$ cat src/rtl/flappy_pkg.sv
// Shared definitions for the Flappy Bird game sequencer.
// Contents:
//   game_state_t     - 2-bit FSM state encoding
//   bcd_t            - one BCD digit
//   *_DEFAULT        - default game constants
//   bcd_tens/bcd_ones - split a 0..99 value into BCD digits
package flappy_pkg;

    typedef enum logic [1:0] {
        READY   = 2'b00,
        PLAYING = 2'b01,
        DYING   = 2'b10,
        OVER    = 2'b11
    } game_state_t;

    typedef logic [3:0] bcd_t;

    localparam int GRAV_DIV_DEFAULT  = 2;
    localparam int DIE_TICKS_DEFAULT = 20;
    localparam int SCORE_MAX_DEFAULT = 99;

    function automatic bcd_t bcd_tens(input int value);
        return bcd_t'((value / 10) % 10);
    endfunction

    function automatic bcd_t bcd_ones(input int value);
        return bcd_t'(value % 10);
    endfunction

endpackage

$ cat src/rtl/bcd_score_counter.sv
// Two-digit BCD score counter with saturation.
// Ports:
//   clk10     in  game tick clock
//   clr_n     in  asynchronous active-low reset
//   clear     in  synchronous clear to 00 (priority over inc)
//   inc       in  add one to the score unless already at the maximum
//   max_tens  in  saturation value, tens digit
//   max_ones  in  saturation value, ones digit
//   tens      out registered tens digit
//   ones      out registered ones digit
module bcd_score_counter
    import flappy_pkg::*;
(
    input  logic clk10,
    input  logic clr_n,
    input  logic clear,
    input  logic inc,
    input  bcd_t max_tens,
    input  bcd_t max_ones,
    output bcd_t tens,
    output bcd_t ones
);

    bcd_t tens_r;
    bcd_t ones_r;
    logic at_max_s;

    // Packed BCD digits compare in the same order as their decimal values.
    assign at_max_s = ({tens_r, ones_r} >= {max_tens, max_ones});

    // Score register: clear, saturating increment with ones-to-tens carry.
    always_ff @(posedge clk10 or negedge clr_n) begin
        if (!clr_n) begin
            tens_r <= 4'd0;
            ones_r <= 4'd0;
        end else if (clear) begin
            tens_r <= 4'd0;
            ones_r <= 4'd0;
        end else if (inc && !at_max_s) begin
            if (ones_r == 4'd9) begin
                ones_r <= 4'd0;
                tens_r <= tens_r + 4'd1;
            end else begin
                ones_r <= ones_r + 4'd1;
            end
        end else begin
            tens_r <= tens_r;
            ones_r <= ones_r;
        end
    end

    assign tens = tens_r;
    assign ones = ones_r;

endmodule

$ cat src/rtl/flappy_game_ctrl_chk.sv
// Property checker for the game sequencer outputs.
// Ports (all inputs):
//   clk10, clr_n       clock and reset of the checked block
//   bird_up, bird_down movement commands, mutually exclusive
//   tens, ones         score digits, must be valid BCD (0..9)
module flappy_game_ctrl_chk
    import flappy_pkg::*;
(
    input logic clk10,
    input logic clr_n,
    input logic bird_up,
    input logic bird_down,
    input bcd_t tens,
    input bcd_t ones
);

    a_tens_bcd: assert property (@(posedge clk10) disable iff (!clr_n) (tens <= 4'd9));
    a_ones_bcd: assert property (@(posedge clk10) disable iff (!clr_n) (ones <= 4'd9));
    a_move_excl: assert property (@(posedge clk10) disable iff (!clr_n) !(bird_up && bird_down));

endmodule

$ cat src/rtl/flappy_game_ctrl.sv
// Flappy Bird game sequencer, clocked by the 10 Hz game tick.
// Decides flap/gravity moves, freezes on collision, runs the death delay,
// holds game-over, keeps the BCD score and pulses the bird recentre.
// Ports:
//   clk10        in  game tick clock
//   clr_n        in  asynchronous active-low reset
//   start        in  start/restart button level (synchronised)
//   flap         in  flap button level (synchronised)
//   collide      in  collision level
//   pipe_passed  in  one-tick pulse per cleared pipe pair
//   bird_up      out move bird up this tick
//   bird_down    out move bird down this tick
//   bird_clr     out one-tick recentre pulse
//   game_end     out high in DYING and OVER
//   state        out current state encoding
//   score_tens   out BCD tens digit
//   score_ones   out BCD ones digit
module flappy_game_ctrl
    import flappy_pkg::*;
#(
    parameter int GRAV_DIV  = GRAV_DIV_DEFAULT,
    parameter int DIE_TICKS = DIE_TICKS_DEFAULT,
    parameter int SCORE_MAX = SCORE_MAX_DEFAULT
) (
    input  logic       clk10,
    input  logic       clr_n,
    input  logic       start,
    input  logic       flap,
    input  logic       collide,
    input  logic       pipe_passed,
    output logic       bird_up,
    output logic       bird_down,
    output logic       bird_clr,
    output logic       game_end,
    output logic [1:0] state,
    output logic [3:0] score_tens,
    output logic [3:0] score_ones
);

    localparam logic [3:0] GRAV_LAST = 4'(GRAV_DIV - 1);
    localparam logic [7:0] DIE_LAST  = 8'(DIE_TICKS - 1);
    localparam bcd_t       MAX_TENS  = bcd_tens(SCORE_MAX);
    localparam bcd_t       MAX_ONES  = bcd_ones(SCORE_MAX);

    game_state_t state_r;
    logic        start_q_r;
    logic [3:0]  grav_cnt_r;
    logic [7:0]  die_cnt_r;
    logic        bird_up_r;
    logic        bird_down_r;
    logic        bird_clr_r;
    logic        game_end_r;
    logic        start_rise_s;
    logic        score_clear_s;
    logic        score_inc_s;

    assign start_rise_s  = start & ~start_q_r;
    assign score_clear_s = (state_r == READY) && start_rise_s;
    // A collision in the same tick suppresses the pipe credit.
    assign score_inc_s   = (state_r == PLAYING) && !collide && pipe_passed;

    // Game FSM with gravity/death counters and registered move/status outputs.
    always_ff @(posedge clk10 or negedge clr_n) begin
        if (!clr_n) begin
            state_r     <= READY;
            start_q_r   <= 1'b0;
            grav_cnt_r  <= 4'd0;
            die_cnt_r   <= 8'd0;
            bird_up_r   <= 1'b0;
            bird_down_r <= 1'b0;
            bird_clr_r  <= 1'b0;
            game_end_r  <= 1'b0;
        end else begin
            start_q_r   <= start;
            bird_up_r   <= 1'b0;
            bird_down_r <= 1'b0;
            bird_clr_r  <= 1'b0;
            case (state_r)
                READY: begin
                    game_end_r <= 1'b0;
                    if (start_rise_s) begin
                        state_r    <= PLAYING;
                        grav_cnt_r <= 4'd0;
                    end
                end
                PLAYING: begin
                    if (collide) begin
                        state_r    <= DYING;
                        game_end_r <= 1'b1;
                        die_cnt_r  <= 8'd0;
                    end else if (flap) begin
                        bird_up_r  <= 1'b1;
                        grav_cnt_r <= 4'd0;
                    end else if (grav_cnt_r == GRAV_LAST) begin
                        bird_down_r <= 1'b1;
                        grav_cnt_r  <= 4'd0;
                    end else begin
                        grav_cnt_r <= grav_cnt_r + 4'd1;
                    end
                end
                DYING: begin
                    game_end_r <= 1'b1;
                    if (die_cnt_r == DIE_LAST) begin
                        state_r <= OVER;
                    end else begin
                        die_cnt_r <= die_cnt_r + 8'd1;
                    end
                end
                OVER: begin
                    if (start_rise_s) begin
                        state_r    <= READY;
                        bird_clr_r <= 1'b1;
                        die_cnt_r  <= 8'd0;
                        game_end_r <= 1'b0;
                    end else begin
                        game_end_r <= 1'b1;
                    end
                end
                default: begin
                    state_r    <= READY;
                    game_end_r <= 1'b0;
                end
            endcase
        end
    end

    bcd_score_counter u_score (
        .clk10    (clk10),
        .clr_n    (clr_n),
        .clear    (score_clear_s),
        .inc      (score_inc_s),
        .max_tens (MAX_TENS),
        .max_ones (MAX_ONES),
        .tens     (score_tens),
        .ones     (score_ones)
    );

    flappy_game_ctrl_chk u_chk (
        .clk10     (clk10),
        .clr_n     (clr_n),
        .bird_up   (bird_up_r),
        .bird_down (bird_down_r),
        .tens      (score_tens),
        .ones      (score_ones)
    );

    assign bird_up   = bird_up_r;
    assign bird_down = bird_down_r;
    assign bird_clr  = bird_clr_r;
    assign game_end  = game_end_r;
    assign state     = state_r;

endmodule

$ cat config.mk
export PLATFORM = sky130hd
export DESIGN_NAME = flappy_game_ctrl
export DESIGN_NICKNAME = d
export VERILOG_FILES = /design/src/rtl/flappy_pkg.sv /design/src/rtl/bcd_score_counter.sv /design/src/rtl/flappy_game_ctrl_chk.sv /design/src/rtl/flappy_game_ctrl.sv
export SDC_FILE = /design/constraint.sdc
export NUM_CORES = 1
export LEC_CHECK = 0
export CORE_MARGIN = 10
export CORE_UTILIZATION = 62
export DETAILED_ROUTE_END_ITERATION = 10
export DONT_BUFFER_PORTS = 1
export PLACE_DENSITY = 0.78
export SETUP_SLACK_MARGIN = 0.3
export SYNTH_ARGS = -nofsm -noshare
export SYNTH_HDL_FRONTEND = slang
export SYNTH_SLANG_ARGS = --single-unit
$ cat constraint.sdc
create_clock -name clk10 -period 2.7 [get_ports clk10]
set_input_delay 0.54 -clock clk10 [delete_from_list [all_inputs] [get_ports clk10]]
set_output_delay 0.54 -clock clk10 [all_outputs]
set_load 0.005 [all_outputs]
==> results of run 1 <==
timing repair:
item | CTS | global route
endpoints found under the hold margin | 27 | 0
gates resized for setup | 0 | 1
hold buffers | 1 | 0
setup endpoints to repair | 0 | 1
metal layers:
metal | GRT usage [%] | routed length, um | vias to the layer above
li1 | - | - | 567
met1 | 15.7 | 1410 | 546
met2 | 17.4 | 1350 | 27
met3 | 3.85 | 236 | 4
met4 | 4.21 | 21 | 0
met5 | 0 | 0 | -
layout by cell type, fill, tap and decap left out, types with 5 or more instances in the layout:
cell / synthesis / routed
sky130_fd_sc_hd__mux2i_1: 6 / 6
sky130_fd_sc_hd__nand2b_1: 6 / 6
sky130_fd_sc_hd__nand2_1: 14 / 14
sky130_fd_sc_hd__ha_1: 10 / 9
sky130_fd_sc_hd__nor2_1: 16 / 16
sky130_fd_sc_hd__nand3_1: 5 / 5
sky130_fd_sc_hd__inv_1: 7 / 7
sky130_fd_sc_hd__o21ai_0: 8 / 8
sky130_fd_sc_hd__a21oi_1: 9 / 9
sky130_fd_sc_hd__dfrtp_1: 27 / 27
worst max-delay path: stages, from the launching register on:
cell and delay [ns]:
sky130_fd_sc_hd__dfrtp_1 0.47, sky130_fd_sc_hd__inv_1 0.13, sky130_fd_sc_hd__ha_2 0.26, sky130_fd_sc_hd__nand3b_2 0.14, sky130_fd_sc_hd__or4b_1 0.66, sky130_fd_sc_hd__or3_1 0.36, sky130_fd_sc_hd__a21oi_1 0.15
sequential cells by signal (all words and copies together) (netlist names):
name,flops
game_end,1
u_score.ones,4
die_cnt_r,8
start_q_r,1
u_score.tens,4
bird_down,1
state,2
bird_clr,1
bird_up,1
grav_cnt_r,4
where the power goes:
part           internal, uW  switching (uW)  total, uW
registers               487             119        605
logic                   202             274        476
clock network          57.8             116        174
cells by family (layout without fill, tap and decap cells):
group                      Yosys count  count (layout)  synth area share (%)
and+or+nand+nor                     64              64                  23.1
AOI/OAI and AO/OA                   36              36                  15.4
DFF                                 27              27                  44.9
adders and majority gates           10              10                  8.32
buffers and inverters                9              12                  2.33
muxes                                7               7                  4.74
xor gates and xnor gates             2               2                  1.16
cells in the mapped netlist (2+ instances only):
cell type,number
sky130_fd_sc_hd__nor2b_1,3
sky130_fd_sc_hd__nor4_1,2
sky130_fd_sc_hd__mux2i_1,6
sky130_fd_sc_hd__inv_1,7
sky130_fd_sc_hd__xnor2_1,2
sky130_fd_sc_hd__nand2b_1,6
sky130_fd_sc_hd__nor2_1,16
sky130_fd_sc_hd__o31ai_1,2
sky130_fd_sc_hd__ha_1,10
sky130_fd_sc_hd__nand4_1,3
sky130_fd_sc_hd__nand2_1,14
sky130_fd_sc_hd__dfrtp_1,27
sky130_fd_sc_hd__o21ai_1,3
sky130_fd_sc_hd__o21ai_0,8
sky130_fd_sc_hd__nor3_1,2
sky130_fd_sc_hd__nand3_1,5
sky130_fd_sc_hd__a211oi_1,3
sky130_fd_sc_hd__a21oi_1,9
sky130_fd_sc_hd__or3_1,3
sky130_fd_sc_hd__a211o_1,2
final cells by class:
class	count	area, um2	share of cell area, %
tap	28	35.0	2.22
inverter	7	26.3	1.66
multi-input combinational	119	796	50.4
timing repair buffer	1	20.0	1.27
sequential	27	676	42.8
clock buffer	4	26.3	1.66
metrics by stage:
stage / setup WS (ns) / cells / util (%)
floorplan: 0.657 / 155 / -
global placement: 0.565 / 181 / 67.9
detailed placement: 0.418 / 181 / 67.9
CTS: 0.386 / 186 / 69.9
global route: 0.330 / 186 / 70.0
finish: 0.453 / 186 / 70.0
how the worst max path moves through the flow:
| stage | cells past startpoint | to | startpoint |
|---|---|---|---|
| after floorplan | 7 | u_score.ones[2] | state[1] |
| after global placement | 6 | u_score.ones[2] | state[1] |
| after detailed placement | 6 | u_score.ones[2] | state[1] |
| after CTS | 6 | u_score.ones[2] | state[1] |
| after global routing | 6 | u_score.ones[2] | state[1] |
| final | 6 | u_score.ones[2] | state[1] |
==> results.toml, run 1 <==
[clock_tree]
cts_tree = "done"
cts_made_buffers = 3
clock_sinks = 27
cts_max_path_buffers = 2
post-cts-setup-buffer-count = 0
path_clk_slew_ns = 0.15
cts.root.buffer_cell = "sky130_fd_sc_hd__clkbuf_4"
clock_insertion_delay_worst_skew_ns = 0.32
cts_max_level = 1

[drt]
via_per_inst = 6.15
firstDrtPassIters = 5
detail_route.drc_violations = 0
route.detailed.wl_per_inst_um = 16.2
vias = 1144
final_antenna_net_count = 0
detailedRoute.firstIterationViolations = 111
finalWirelength_um = 3010

[synthesis]
postSynthRegisterBits = 27
post-synth-top-area-fraction_pct = 44.9
yosysUniqueCellTypes = 42
synth_largest_area_cell = "sky130_fd_sc_hd__dfrtp_1"
synth-warning-count = 0
synth_flop_cell = "sky130_fd_sc_hd__dfrtp_1"
synth_nets = 171
post_synth_main_area_contributors = "sky130_fd_sc_hd__dfrtp_1 45%, sky130_fd_sc_hd__ha_1 8.3%, sky130_fd_sc_hd__mux2i_1 4.0%"
postSynthAreaPerCell_um2 = 9.70
synth_edf_count = 0
synth_cells = 155
synth_async_reset_ratio_pct = 100
seq_area_frac_synth_pct = 44.9
synth_area_um2 = 1500

[die]
floorplan.rows = 17
floorplan.initialDensity_pct = 66.7
fp.dieW_um = 69.3
floorplan.core_area_um2 = 2250
die_outline_area_um2 = 4800
io_pins = 20
die_h_um = 69.3

[setup_path]
critical_path.endpoint_type = "flop"
worstReg2RegStart = "state[1]"
reg2regPathDepth = 6
arrival_ns = 2.50
worst_path_required_time_ns = 2.95
r2r-end = "u_score.ones[2]"
critical_path_peak_fanout = 7
setup.worst_path.start_class = "flop"
setup.worst_path.class = "reg2reg"
reg_to_reg_setup_timing_slack_ns = 0.45

[status]
status = "finished, final reports clean"

[min_path]
hold_path_class = "in2async"

[pwr]
ir_worst_vdd_uv = 585
power.density_nw_per_um2 = 795
power_leakage_uw = 0.000712
power.total_uw = 1250

[timing]
unrepaired_setup_endpoints_after_global_routing = "false"
report.final.hold_viol_count = 0
post-route-min-period_ns = 2.25
timing.final.setup_violations = 0
timing.max_slew.rel_slack_pct = 60.2
fin_skew_ns = 0.00703
worst-slew-pin-transition_ns = 0.592
worst_hold_slack_ns = 0.00916
final_max_slew_viol_count = 0
maxClockFrequency_ghz = 0.445
final_min_period_over_clock_period_pct = 83.2
tns_ns = 0

[placement]
port-buffer-count = 0
dpl-instance-area_um2 = 1530
gpl.final_weighted_congestion = 0.778
detailedPlacementHpwl_um = 2230

[layout]
final_net_count = 175
syn_to_layout_area_delta_pct = 4.99
layout-drive-gt1-share_pct = 5.06
final_area_um2 = 1580
insertedDiodeCount = 0
fillerInstances = 167

[grt]
track_usage_pct = 11.9
pin_count_of_the_biggest_net_entering_global_routing = 28
grt_pass1_wl_um = 4980
grt_antenna_before_repair = 0
first_global_vias = 1072
grt_overflow_total = 0

[flow_run]
number_of_violations_of_the_max_capacitance_limit = 0
Note: power is estimated with default switching activity, not from simulation.
==> run 2, diff against run 1 <==
==> constraint.sdc (replaced) <==
create_clock -name clk10 -period 2.33 [get_ports clk10]
set_input_delay 0.466 -clock clk10 [delete_from_list [all_inputs] [get_ports clk10]]
set_output_delay 0.466 -clock clk10 [all_outputs]
set_load 0.005 [all_outputs]
==> results.toml, run 2 (synthesis gave the netlist of run 1 again) <==
[status]
status = "finished, final reports clean"

[clock_tree]
clock_insertion_delay_worst_skew_ns = 0.31
clock_sinks = 27
post-cts-setup-buffer-count = 0
cts_max_level = 1
path_clk_slew_ns = 0.14
cts_max_path_buffers = 2
cts.root.buffer_cell = "sky130_fd_sc_hd__clkbuf_4"
cts_made_buffers = 3
cts_tree = "done"

[drt]
via_per_inst = 6.20
detailedRoute.firstIterationViolations = 125
metal_1_wl_um = 1410
route.detailed.wl_per_inst_um = 16.6
met3RoutedLength_um = 213
final_antenna_net_count = 0
finalWirelength_um = 3100
vias = 1160
met2RoutedLength_um = 1450
detail_route.drc_violations = 0
dr.max_layer_used = "met4"
firstDrtPassIters = 4

[grt]
track_usage_pct = 12.5
pin_count_of_the_biggest_net_entering_global_routing = 28
grt_pass1_wl_um = 5220
first_global_vias = 1121
grt_antenna_before_repair = 0
grt_overflow_total = 0

[layout]
final_net_count = 176
insertedDiodeCount = 0
layout-drive-gt1-share_pct = 10.1
regMostFlops = "die_cnt_r"
final_common_cell = "sky130_fd_sc_hd__dfrtp_1"
syn_to_layout_area_delta_pct = 7.24
mostFrequentLayoutCells = "23 x sky130_fd_sc_hd__dfrtp_1, 16 x sky130_fd_sc_hd__nor2_1, 14 x sky130_fd_sc_hd__nand2_1"
largest_register_ff_count = 8

[timing]
tns_ns = 0
final_min_period_over_clock_period_pct = 88.3
unrepaired_setup_endpoints_after_global_routing = "true"
final_max_slew_viol_count = 0
post-route-min-period_ns = 2.06
fin_skew_ns = 0.00777
maxClockFrequency_ghz = 0.486
timing.final.setup_violations = 0
timing.max_slew.rel_slack_pct = 61.4
worst-slew-pin-transition_ns = 0.574
report.final.hold_viol_count = 0
setup_ws_ns = 0.273

[flow_run]
number_of_violations_of_the_max_capacitance_limit = 0

[setup_path]
setup.worst_path.class = "reg2reg"
setup.worst_path.end = "u_score.ones[2]"
reg_to_reg_setup_timing_slack_ns = 0.27
max_stage_delay_ns = 0.55
critical_path_peak_fanout = 7
crit_slowest_cell = "sky130_fd_sc_hd__or4b_4"
worst_path_required_time_ns = 2.57
reg2regPathDepth = 5
setup.worst_path.start_class = "flop"
critical_path.endpoint_type = "flop"
worstReg2RegStart = "u_score.tens[0]"
setup.worst_path.start = "u_score.tens[0]"
arrival_ns = 2.30
r2r-end = "u_score.ones[2]"
cp_cell_sequence = "ha_1 > and4b_1 > or4b_4 > or3_1 > a21oi_1"

[pwr]
power_leakage_uw = 0.000713
power.density_nw_per_um2 = 923
ir_worst_vdd_uv = 702

[die]
floorplan.rows = 17
floorplan.core_area_um2 = 2250
fp.dieW_um = 69.3
io_pins = 20
floorplan.initialDensity_pct = 66.7
die_outline_area_um2 = 4800
die_h_um = 69.3

[min_path]
hold_path_class = "in2reg"
min-delay-start = "start"

[placement]
detailedPlacementHpwl_um = 2270
gpl.final_weighted_congestion = 0.799
placement_setup_slack_ns = 0.161
port-buffer-count = 0
==> run 2: cell count changes in the layout (fill, tap and decap cells not counted), sizes merged <==
cell         before  now
dlygate4sd3       0    1
==> run 2: how the worst min path moves through the flow <==
| stage | slack [ns] | to | depth (start not counted) |
|---|---|---|---|
| 5_1_grt | 0.14 | start_q_r | 0 |
| 3_3_place_gp | 0.17 | u_score.ones[3] | 0 |
| 2_1_floorplan | 0.17 | bird_clr | 0 |
| 3_5_place_dp | 0.17 | u_score.ones[3] | 0 |
| 6_report | 0.17 | start_q_r | 0 |
| 4_1_cts | 0.16 | start_q_r | 0 |
==> run 2: critical path, delay by kind of cell, from the launching register on <==
kind                     cells  cell delay, ns
adder cells (fa/ha/maj)      1            0.22
flip-flops                   1            0.47
AND/OR/NAND/NOR              3            1.14
AO/OA/AOI/OAI                1            0.15
==> run 2: report_power, final <==
part | internal [uW] | leakage [uW] | total [uW] | switching [uW]
clock | 66.7 | 0.0000150 | 193 | 126
combinational | 250 | 0.000341 | 582 | 332
sequential | 568 | 0.000357 | 713 | 145
==> run 2: what timing repair did <==
item                                    4_1_cts  5_1_grt
hold buffers                                  2        0
hold endpoints to repair                     27        0
pin swaps                                     0        1
resized for setup                             4        5
endpoints found under the setup margin        4        8
==> run 2: metal layers <==
| metal | track usage, % | vias to the layer above |
|---|---|---|
| met1 | 15.9 | 551 |
| met2 | 19.9 | 30 |
| li1 | - | 575 |
| met4 | 3.33 | 0 |
| met5 | 0 | - |
| met3 | 3.71 | 4 |
==> run 2: area by class of cell <==
type / instances / area (um2)
multi-input combinational: 119 / 815
tap: 28 / 35.0
clock buffer: 4 / 26.3
sequential: 27 / 681
fill: 165 / 642
timing repair buffer: 2 / 30.0
inverter: 7 / 26.3
==> run 2: through the flow <==
| step | utilization, % | power, uW | instances | instance area, um2 | hold slack (ns) |
|---|---|---|---|---|---|
| floorplan | - | 1120 | 155 | 1510 | 0.170 |
| global placement | 68.0 | 1220 | 181 | 1530 | 0.171 |
| detailed placement | 68.0 | 1260 | 181 | 1530 | 0.171 |
| CTS | 71.2 | 1480 | 187 | 1610 | 0.161 |
| global route | 71.5 | 1620 | 187 | 1610 | 0.135 |
| finish | 71.5 | 1490 | 187 | 1610 | 0.172 |
==> run 3, diff against run 2 <==
--- a/config.mk
+++ b/config.mk
@@ -9,7 +9,7 @@
 export CORE_UTILIZATION = 62
 export DETAILED_ROUTE_END_ITERATION = 10
 export DONT_BUFFER_PORTS = 1
-export PLACE_DENSITY = 0.78
+export PLACE_DENSITY = 0.88
 export SETUP_SLACK_MARGIN = 0.3
 export SYNTH_ARGS = -nofsm -noshare
 export SYNTH_HDL_FRONTEND = slang
==> results.toml, run 3 (synthesis gave the netlist of run 1 again) <==
[layout]
layout-drive-gt1-share_pct = 14.2
insertedDiodeCount = 0
fillerInstances = 160
mostFrequentLayoutCells = "24 x sky130_fd_sc_hd__dfrtp_1, 16 x sky130_fd_sc_hd__nor2_1, 14 x sky130_fd_sc_hd__nand2_1"
syn_to_layout_area_delta_pct = 9.32
multiInputGateArea_um2 = 823
largest_register_ff_count = 8
seq_area_um2 = 679
stdcell_count = 190
final_net_count = 179
regMostFlops = "die_cnt_r"
final_common_cell = "sky130_fd_sc_hd__dfrtp_1"

[grt]
grt_antenna_before_repair = 0
grt_overflow_total = 0
first_global_vias = 1128
pin_count_of_the_biggest_net_entering_global_routing = 28
track_usage_pct = 12.8
grt_pass1_wl_um = 5350

[flow_run]
number_of_violations_of_the_max_capacitance_limit = 0

[drt]
detail_route.drc_violations = 0
finalWirelength_um = 3190
final_antenna_net_count = 0
vias = 1188
firstDrtPassIters = 5
detailedRoute.firstIterationViolations = 145
via_per_inst = 6.25
route.detailed.wl_per_inst_um = 16.8

[clock_tree]
path_clk_slew_ns = 0.14
cts_made_buffers = 3
clock_insertion_delay_worst_skew_ns = 0.32
cts_tree = "done"
cts_max_path_buffers = 2
clock_sinks = 27
cts.root.buffer_cell = "sky130_fd_sc_hd__clkbuf_4"
cts_max_level = 1

[timing]
post-route-min-period_ns = 2.04
unrepaired_setup_endpoints_after_global_routing = "true"
report.final.hold_viol_count = 0
worst-slew-pin-transition_ns = 0.568
final_min_period_over_clock_period_pct = 87.6
maxClockFrequency_ghz = 0.490
fin_skew_ns = 0.00213
final_max_slew_viol_count = 0
tns_ns = 0
timing.final.setup_violations = 0
timing.max_slew.rel_slack_pct = 61.8

[setup_path]
critical_path.endpoint_type = "flop"
critical_path_buf_inv_count = 0
setup.worst_path.class = "reg2reg"
r2r-end = "u_score.ones[2]"
setup.worst_path.start_class = "flop"
reg_to_reg_setup_timing_slack_ns = 0.29
path_delay_family = "simple AND/OR/NAND/NOR gates"
cp_cell_sequence = "ha_2 > and4b_2 > or4b_4 > or3_4 > a21oi_2"
worstReg2RegStart = "u_score.tens[0]"
worst_path_required_time_ns = 2.59
arrival_ns = 2.30
reg2regPathDepth = 5
critical_path_peak_fanout = 5
max_stage_delay_ns = 0.55
crit_slowest_cell = "sky130_fd_sc_hd__or4b_4"

[pwr]
power.total_uw = 1510
power_leakage_uw = 0.000731
power.density_nw_per_um2 = 920
ir_worst_vdd_uv = 678

[die]
floorplan.rows = 17
floorplan.initialDensity_pct = 66.7
io_pins = 20
die_outline_area_um2 = 4800
fp.dieW_um = 69.3
floorplan.core_area_um2 = 2250
die_h_um = 69.3

[placement]
gpl.final_weighted_congestion = 0.770
detailedPlacementHpwl_um = 2290
numPlacedInstances = 181
port-buffer-count = 0

[min_path]
hold_depth = 0
hold_path_class = "in2reg"
min-delay-start = "start"
whs_endpoint = "start_q_r"

[status]
status = "finished, final reports clean"
-- run 3: cell type report --
| type | instances | share of cell area, % |
|---|---|---|
| well taps | 28 | 2.13 |
| clock inverters | 1 | 0.304 |
| flip-flops and latches | 27 | 41.3 |
| multi-input cells | 119 | 50.1 |
| repair buffers | 5 | 3.20 |
| inverters | 7 | 1.60 |
| clock buffers | 3 | 1.37 |
-- run 3: what timing repair did --
item / CTS / global route
hold endpoints to repair: 27 / 0
pin swaps: 0 / 3
hold buffers: 2 / 0
resized for setup: 5 / 7
endpoints found under the setup margin: 5 / 6
setup buffers: 0 / 3
-- run 3: stage by stage --
| stage | utilization [%] | worst slack (ns) | hold slack (ns) | cell area (um2) |
|---|---|---|---|---|
| 2_1_floorplan | - | 0.324 | 0.170 | 1510 |
| 3_3_place_gp | 68.0 | 0.243 | 0.171 | 1530 |
| 3_5_place_dp | 68.0 | 0.0859 | 0.171 | 1530 |
| 4_1_cts | 71.3 | 0.236 | 0.146 | 1610 |
| 5_1_grt | 72.9 | 0.216 | 0.129 | 1640 |
| 6_report | 72.9 | 0.290 | 0.152 | 1640 |
-- run 3: worst max-delay path by stage --
stage	start	to	slack, ns	cells after the start
detailed placement	state[1]	u_score.ones[2]	0.09	6
global placement	state[1]	u_score.ones[2]	0.24	6
CTS	u_score.tens[0]	u_score.ones[2]	0.24	5
floorplan	state[1]	u_score.ones[2]	0.32	7
finish	u_score.tens[0]	u_score.ones[2]	0.29	5
global route	u_score.tens[1]	u_score.ones[2]	0.22	6
-- run 3: layer usage --
metal	share of wire [%]	global-route usage [%]
met5	0	0
met4	0.91	5.76
met3	7.0	3.85
met2	47	19.4
met1	45	16.1
-- run 3: where the power goes --
group	switching, uW	total (uW)	internal [uW]	leakage (uW)
logic	339	599	260	0.000355
registers	149	715	566	0.000358
clock network	134	198	64.4	0.0000177
-- run 3: worst register-to-register path: stages (launching register included) --
cell	delay, ns
sky130_fd_sc_hd__dfrtp_2	0.48
sky130_fd_sc_hd__ha_2	0.19
sky130_fd_sc_hd__and4b_2	0.27
sky130_fd_sc_hd__or4b_4	0.55
sky130_fd_sc_hd__or3_4	0.36
sky130_fd_sc_hd__a21oi_2	0.13
